### src/rtl/rv32i_types.sv
// Shared rv32i types used by the fetch front end.
package rv32i_types;

    typedef logic [31:0] rv32i_word;

    typedef enum logic [1:0] {
        REQ,
        FLUSH,
        HOLD
    } fetch_state_t;

    // One presented or buffered instruction.
    typedef struct packed {
        rv32i_word pc;
        rv32i_word instr;
    } fetch_pkt_t;

    // Redirect targets are word aligned; low bits are dropped.
    function automatic rv32i_word align_word(input rv32i_word addr);
        return {addr[31:2], 2'b00};
    endfunction

endpackage

### src/rtl/fetch_ctrl.sv
// Instruction-fetch sequencer: one outstanding imem read, one-entry skid for
// decode back-pressure, flush of in-flight fetches on control-flow redirects.
module fetch_ctrl
    import rv32i_types::*;
#(
    parameter rv32i_word   RESET_PC = 32'h0000_0060,
    parameter int unsigned PC_STEP  = 4
) (
    input  logic      clk,
    input  logic      rst,
    output logic      imem_read,
    output rv32i_word imem_address,
    input  logic      imem_resp,
    input  rv32i_word imem_rdata,
    input  logic      stall,
    input  logic      redirect_valid,
    input  rv32i_word redirect_pc,
    output logic      if_valid,
    output rv32i_word if_pc,
    output rv32i_word if_instr
);

    localparam rv32i_word Step = rv32i_word'(PC_STEP);

    fetch_state_t state_q, state_d;
    rv32i_word    fetch_pc_q, fetch_pc_d;
    rv32i_word    req_addr_q, req_addr_d;
    fetch_pkt_t   out_q, out_d;
    logic         out_valid_q, out_valid_d;
    fetch_pkt_t   skid_q, skid_d;
    logic         skid_valid_q, skid_valid_d;

    rv32i_word target;
    rv32i_word req_next;
    logic      slot_consumed;
    logic      slot_free;

    assign target        = align_word(redirect_pc);
    assign req_next      = req_addr_q + Step;
    assign slot_consumed = out_valid_q && !stall;
    assign slot_free     = !out_valid_q || !stall;

    // Memory side: request is live in REQ/FLUSH, suppressed while reset is held.
    assign imem_read    = rst && (state_q != HOLD);
    assign imem_address = req_addr_q;

    // Decode sees registers only; no path from imem_rdata.
    assign if_valid = out_valid_q;
    assign if_pc    = out_q.pc;
    assign if_instr = out_q.instr;

    // Next-state, PC tracking, output-slot and skid updates; redirect beats stall.
    always_comb begin
        state_d      = state_q;
        fetch_pc_d   = fetch_pc_q;
        req_addr_d   = req_addr_q;
        out_d        = out_q;
        out_valid_d  = out_valid_q;
        skid_d       = skid_q;
        skid_valid_d = skid_valid_q;

        if (slot_consumed) begin
            out_valid_d = 1'b0;
        end

        unique case (state_q)
            REQ: begin
                if (redirect_valid) begin
                    out_valid_d = 1'b0;
                    fetch_pc_d  = target;
                    if (imem_resp) begin
                        // Response is dropped; the new target can go out right away.
                        req_addr_d = target;
                    end else begin
                        // Request to the stale address must still complete first.
                        state_d = FLUSH;
                    end
                end else if (imem_resp) begin
                    fetch_pc_d = req_next;
                    if (slot_free) begin
                        out_d       = '{pc: req_addr_q, instr: imem_rdata};
                        out_valid_d = 1'b1;
                        req_addr_d  = req_next;
                    end else begin
                        skid_d       = '{pc: req_addr_q, instr: imem_rdata};
                        skid_valid_d = 1'b1;
                        state_d      = HOLD;
                    end
                end
            end
            FLUSH: begin
                if (redirect_valid) begin
                    fetch_pc_d  = target;
                    out_valid_d = 1'b0;
                end
                if (imem_resp) begin
                    req_addr_d = redirect_valid ? target : fetch_pc_q;
                    state_d    = REQ;
                end
            end
            HOLD: begin
                if (redirect_valid) begin
                    out_valid_d  = 1'b0;
                    skid_valid_d = 1'b0;
                    fetch_pc_d   = target;
                    req_addr_d   = target;
                    state_d      = REQ;
                end else if (!stall) begin
                    out_d        = skid_q;
                    out_valid_d  = 1'b1;
                    skid_valid_d = 1'b0;
                    req_addr_d   = fetch_pc_q;
                    state_d      = REQ;
                end
            end
            default: begin
                state_d = REQ;
            end
        endcase
    end

    // State and datapath registers with asynchronous active-low reset.
    always_ff @(posedge clk or negedge rst) begin
        if (!rst) begin
            state_q      <= REQ;
            fetch_pc_q   <= RESET_PC;
            req_addr_q   <= RESET_PC;
            out_q        <= '0;
            out_valid_q  <= 1'b0;
            skid_q       <= '0;
            skid_valid_q <= 1'b0;
        end else begin
            state_q      <= state_d;
            fetch_pc_q   <= fetch_pc_d;
            req_addr_q   <= req_addr_d;
            out_q        <= out_d;
            out_valid_q  <= out_valid_d;
            skid_q       <= skid_d;
            skid_valid_q <= skid_valid_d;
        end
    end

endmodule

### config.mk
export PLATFORM = sky130hd
export DESIGN_NAME = fetch_ctrl
export DESIGN_NICKNAME = d
export VERILOG_FILES = /design/src/rtl/rv32i_types.sv /design/src/rtl/fetch_ctrl.sv
export SDC_FILE = /design/constraint.sdc
export NUM_CORES = 1
export LEC_CHECK = 0
export CAP_MARGIN = 20
export CELL_PAD_IN_SITES_DETAIL_PLACEMENT = 1
export CELL_PAD_IN_SITES_GLOBAL_PLACEMENT = 1
export CORE_ASPECT_RATIO = 0.9
export CORE_UTILIZATION = 45
export DETAILED_ROUTE_END_ITERATION = 10
export PLACE_DENSITY_LB_ADDON = 0.1
export SLEW_MARGIN = 10
export SYNTH_ARGS = -nofsm -noshare
export SYNTH_HDL_FRONTEND = slang
export SYNTH_SLANG_ARGS = --single-unit
### constraint.sdc
create_clock -name clk -period 3.6 [get_ports clk]
set_input_delay 0.72 -clock clk [delete_from_list [all_inputs] [get_ports clk]]
set_output_delay 0.72 -clock clk [all_outputs]
set_load 0.01 [all_outputs]
==> out/results.txt, run 1 <==
Status = completed
EDFF count, synth = 0
Slew Limit Fails = 0
Final worst slack = 571 ps
Routed wire length = 25.3 mm
Final core occ = 0.588
Worst-Margin Slew = 944 ps
Leak Pwr = 4.73 nW
Area Overhead vs Synth = 27.2%
Average size of a mapped cell = 10.7 um^2
Vias per cell = 5.66
Dpl hpwl = 17.1 mm
Worst Skew = 16.7 ps
Arr. time, crit path = 2310 ps
Die Width = 153 um
Req. time, crit path = 2880 ps
Post_cts resized = 0
Antenna fix cells = 0
Core box area = 20000 um^2
CTS Buffer Depth = 2
Setup WS pre-CTS = 620 ps
Number of remaining DRC errors = 0
Crit path max-delay family = buffers and inverters
Seq/Total Area, Yosys = 0.527
Total GRT Usage = 0.256
Layout cells sized above 1 = 0.149
Synth Instances = 862
Min Tclk post-route = 3030 ps
CTS Hold Bufs = 0
TritonRoute pass-1 iters = 6
Port bufs = 164
FMAX = 0.330 GHz
Dpl cells = 1235
Worst ir drop on vdd = 0.000404 V
Worst reg2reg startpoint = state_q[0]
Synth area leaders = dfrtp_1 (52%), mux2_2 (9.6%), mux2i_1 (8.1%)
Worst setup endpoint = imem_read
Post-synth design cell area = 9260 um^2
Synthesized flop and latch total = 195
Syn nets = 936
Vias in the first global route = 7779
Setup bufs post-CTS = 0
Cts bufs inserted = 17
Setup slack, reg-to-reg = 850 ps
Reg2Reg Depth = 8
CP Max Fanout = 36
Setup TNS = 0 ps
Largest net degree at the start of global routing = 73
H-tree Lvls = 4
Root buffer cell = clkbuf_16
Worst path cell trace = inv_1 > ha_4 > nor2b_1 > clkdlybuf4s50_1
Final Hold Violating Endpoints = 0
Commonest non-fill, non-tap cell in the layout = dfrtp_1
Power per cell area = 858 nW/um^2
Yosys top cell by area = dfrtp_1
Fin area = 11800 um^2
Period utilization = 0.841
CP Capture Type = output pin
Pint = 6.29 mW
Initial DRC Count = 339
GR Overflow Total = 0
FFs w/ async S/R, synth = 1.00
Die H = 138 um
Tot Pwr = 10.1 mW
Buf+Inv Stages, Crit Path = 2
Slowest cell on the critical path = clkdlybuf4s50_1
DIE AREA = 21200 um^2
Top cell type's share of synthesized area = 0.516
Area after DPL = 11200 um^2
Sequential share of power = 0.412
Site Rows = 49
Hold slack = 168 ps
Clk sinks = 195
Post-Layout Cell Count = 1267
TritonCTS clock tree = built
Worst Setup SP = state_q[0]
Clk Latency, worst-skew pair = 440 ps
Critical path depth = 4
Crit-path max cell delay = 570 ps
Final setup violation count = 0
Gp weighted congestion = 0.804
Initial antenna violation count = 0
Critical path class = flip-flop to output pin
First-pass GRT wire length = 42.4 mm
Clock transition at the registers of the reported paths = 80 ps
Yosys cell types = 58
Starting Density = 0.462
Combinational power share = 0.403
Power share of the clock group = 0.185
Ys flop type = dfrtp_1
Sw Pwr = 3.82 mW
FILL cells = 2147
Max_cap viols = 0
Most frequent cells in the layout = dfrtp_1 (191), clkdlybuf4s50_1 (162), nor2_1 (91), mux2_2 (79), a21oi_1 (77)
# nets final = 1073
Yosys warning count = 0
Relative slew margins = 0.371
Post-route ant nets = 0
RSZ-0062 raised after global routing = false
Worst Hold Class = input port to asynchronous set/reset pin
Drt wl/cell = 20.0 um
Startpoint types = flip-flop
Vias = 7174
# IOs = 167
Reg2reg end = imem_address[31]
Switch share = 0.378
-- sequential cells by signal, summed over array words and instances (netlist names) --
signal and count:
if_valid 1, state_q 2, imem_address 32, fetch_pc_q 32
if_instr 32, if_pc 32, skid_q 64
-- how the worst min path moves through the flow --
stage | end
after floorplan | fetch_pc_q[0]
after global placement | fetch_pc_q[3]
after detailed placement | fetch_pc_q[3]
after CTS | imem_address[4]
after global routing | imem_address[4]
final | imem_address[4]
-- per-layer routing --
metal	global-route usage	wire, um	vias to the layer above
li1	-	-	3351
met1	0.329	11200	3627
met2	0.435	12600	168
met3	0.0527	1070	28
met4	0.0776	463	0
met5	0	0	-
-- synthesized netlist by cell type, types with 4 or more instances --
| master | number |
|---|---|
| dfstp_2 | 4 |
| xor2_1 | 5 |
| xnor2_1 | 15 |
| a22oi_1 | 8 |
| nand3_1 | 15 |
| o31a_1 | 4 |
| a222oi_1 | 5 |
| clkbuf_1 | 55 |
| mux2_2 | 79 |
| o221ai_1 | 4 |
| o21ai_0 | 46 |
| dfrtp_1 | 191 |
| o22ai_1 | 7 |
| nand2_1 | 51 |
| a21oi_1 | 77 |
| ha_1 | 5 |
| and3_1 | 5 |
| nor2_1 | 94 |
| nor4_1 | 7 |
| mux2i_1 | 75 |
| a22o_1 | 6 |
| o2bb2ai_1 | 8 |
| nand4_1 | 10 |
| a21boi_0 | 7 |
| buf_1 | 9 |
| a31oi_1 | 5 |
| inv_1 | 10 |
| nor3_1 | 9 |
-- kinds of logic (layout without fill, tap and decap cells) --
kind of cell    count (synthesis)  in the layout  share of synthesized area
compound gates                195            195                      0.130
mux                           154            154                      0.177
xor+xnor                       20             20                     0.0189
buf+inv                        80            230                     0.0340
simple gates                  213            213                      0.106
fa+ha+maj                       5              5                    0.00675
flops                         195            195                      0.527
-- area by class of cell --
| type | instances | area (um^2) | area share |
|---|---|---|---|
| Clock buffer | 18 | 429 | 0.0364 |
| Clock inverter | 14 | 140 | 0.0119 |
| Inverter | 11 | 41.3 | 0.00350 |
| Multi-Input combinational cell | 587 | 4100 | 0.348 |
| Sequential cell | 195 | 4880 | 0.414 |
| Tap cell | 255 | 319 | 0.0271 |
| Timing Repair Buffer | 187 | 1880 | 0.159 |
-- power groups by stage --
stage	logic [mW]	clock network [mW]	registers (mW)
finish	4.08	1.87	4.17
global route	4.48	2.00	4.32
CTS	4.13	1.92	4.17
detailed placement	4.09	0	4.20
global placement	3.97	0	4.13
floorplan	2.18	0	4.07
Note: power is estimated with default switching activity, not from simulation.
==> inputs of run 2 (changes only) <==
Settings changed: CORE_UTILIZATION 45 to 41.
Clock period 3.6 ns to 2.9 ns, I/O delays scaled along.
==> out/results.txt, run 2 (synthesis results as in run 1) <==
Setup bufs post-CTS = 0
CTS Buffer Depth = 2
# IOs = 167
Layout cells sized above 1 = 0.164
Total GRT Usage = 0.228
Switch share = 0.371
Slew Limit Fails = 0
Antenna fix cells = 0
Core box area = 21900 um^2
Number of remaining DRC errors = 0
Pint = 8.01 mW
Power share of the clock group = 0.188
Post_cts resized = 0
Setup WS pre-CTS = 253 ps
Req. time, crit path = 2320 ps
Status = completed
Area Overhead vs Synth = 29.2%
Drt wl/cell = 19.2 um
Max_cap viols = 0
Setup TNS = 0 ps
FILL cells = 2352
Vias in the first global route = 7500
Vias = 7174
Post-Layout Cell Count = 1320
Worst Setup SP = state_q[0]
Worst Hold Class = input port to asynchronous set/reset pin
Arr. time, crit path = 2020 ps
Initial antenna violation count = 0
Worst-Margin Slew = 756 ps
Final Hold Violating Endpoints = 0
Worst reg2reg startpoint = state_q[1]
Vias per cell = 5.43
Most frequent cells in the layout = dfrtp_1 (191), clkdlybuf4s50_1 (162), nor2_1 (91), mux2_2 (79), a21oi_1 (77)
Die H = 145 um
CP Max Fanout = 12
CP Capture Type = output pin
Port bufs = 164
Starting Density = 0.423
Gp weighted congestion = 0.792
Sequential share of power = 0.395
DIE AREA = 23200 um^2
H-tree Lvls = 4
Period utilization = 0.895
CTS Hold Bufs = 0
TritonRoute pass-1 iters = 6
# nets final = 1090
RSZ-0062 raised after global routing = false
Root buffer cell = clkbuf_16
Final setup violation count = 0
Cts bufs inserted = 17
Relative slew margins = 0.496
Clk sinks = 195
Initial DRC Count = 363
Post-route ant nets = 0
Commonest non-fill, non-tap cell in the layout = dfrtp_1
FMAX = 0.385 GHz
Critical path class = flip-flop to output pin
Combinational power share = 0.417
Routed wire length = 25.3 mm
Clock transition at the registers of the reported paths = 70 ps
Tot Pwr = 12.7 mW
Die Width = 160 um
Dpl cells = 1288
Max reg flops = 64
Power per cell area = 1060 nW/um^2
Site Rows = 51
GR Overflow Total = 0
First-pass GRT wire length = 41.1 mm
Worst Skew = 13.0 ps
Sw Pwr = 4.72 mW
Largest net degree at the start of global routing = 80
TritonCTS clock tree = built
Clk Latency, worst-skew pair = 440 ps
Worst ir drop on vdd = 0.000477 V
Dpl hpwl = 17.3 mm
Leak Pwr = 4.82 nW
Final worst slack = 303 ps
Startpoint types = flip-flop
Largest Register = skid_q
Final core occ = 0.547
Min Tclk post-route = 2600 ps
run 2: final timing paths:
path / to / slack, ps / depth (start not counted)
worst min register to register: fetch_pc_q[7] / 490 / 2
max in group asynchronous: skid_q[42] / 1490 / 3
worst max-delay path: imem_read / 300 / 4
worst min-delay path: if_pc[4] / 260 / 2
min in group clk: fetch_pc_q[7] / 490 / 2
worst max register to register: imem_address[0] / 410 / 8
run 2: layout make-up:
class / count / area (um^2) / share of cell area
flip-flops and latches: 195 / 4880 / 0.408
clock buffers: 17 / 425 / 0.0355
well taps: 291 / 364 / 0.0304
inverters: 11 / 41.3 / 0.00345
clock inverters: 15 / 165 / 0.0138
multi-input cells: 587 / 4100 / 0.342
repair buffers: 204 / 1990 / 0.166
run 2: per-stage QoR:
stage / hold WS (ps) / cell area (um^2)
finish: 265 / 12000
global route: 276 / 12000
CTS: 256 / 12000
detailed placement: 473 / 11400
global placement: 461 / 11400
floorplan: 284 / 9260
run 2: worst max-delay path, stage by stage (launching register included):
cell	delay (ps)
dfrtp_1	420
inv_1	110
ha_4	240
nor2b_1	160
clkdlybuf4s50_1	650
run 2: power groups by stage:
stage	combinational, mW	sequential, mW	clock [mW]
floorplan	2.71	5.06	0
global placement	5.24	5.03	0
detailed placement	5.37	5.09	0
CTS	5.40	5.05	2.46
global route	5.83	5.23	2.55
finish	5.31	5.03	2.39
run 2: per-layer routing:
layer	wire length, um	part of all wire	up-vias	track usage
met5	0	0	-	0
met4	363	0.014	0	0.0717
met3	963	0.038	24	0.0361
met2	12400	0.49	142	0.386
met1	11600	0.46	3614	0.302
li1	-	-	3394	-
==> inputs of run 3 (changes only) <==
Settings changed: CTS_CLUSTER_SIZE set to 24.
==> results of run 3 <==
Final layout, timing and power as in run 2 (identical DEF).
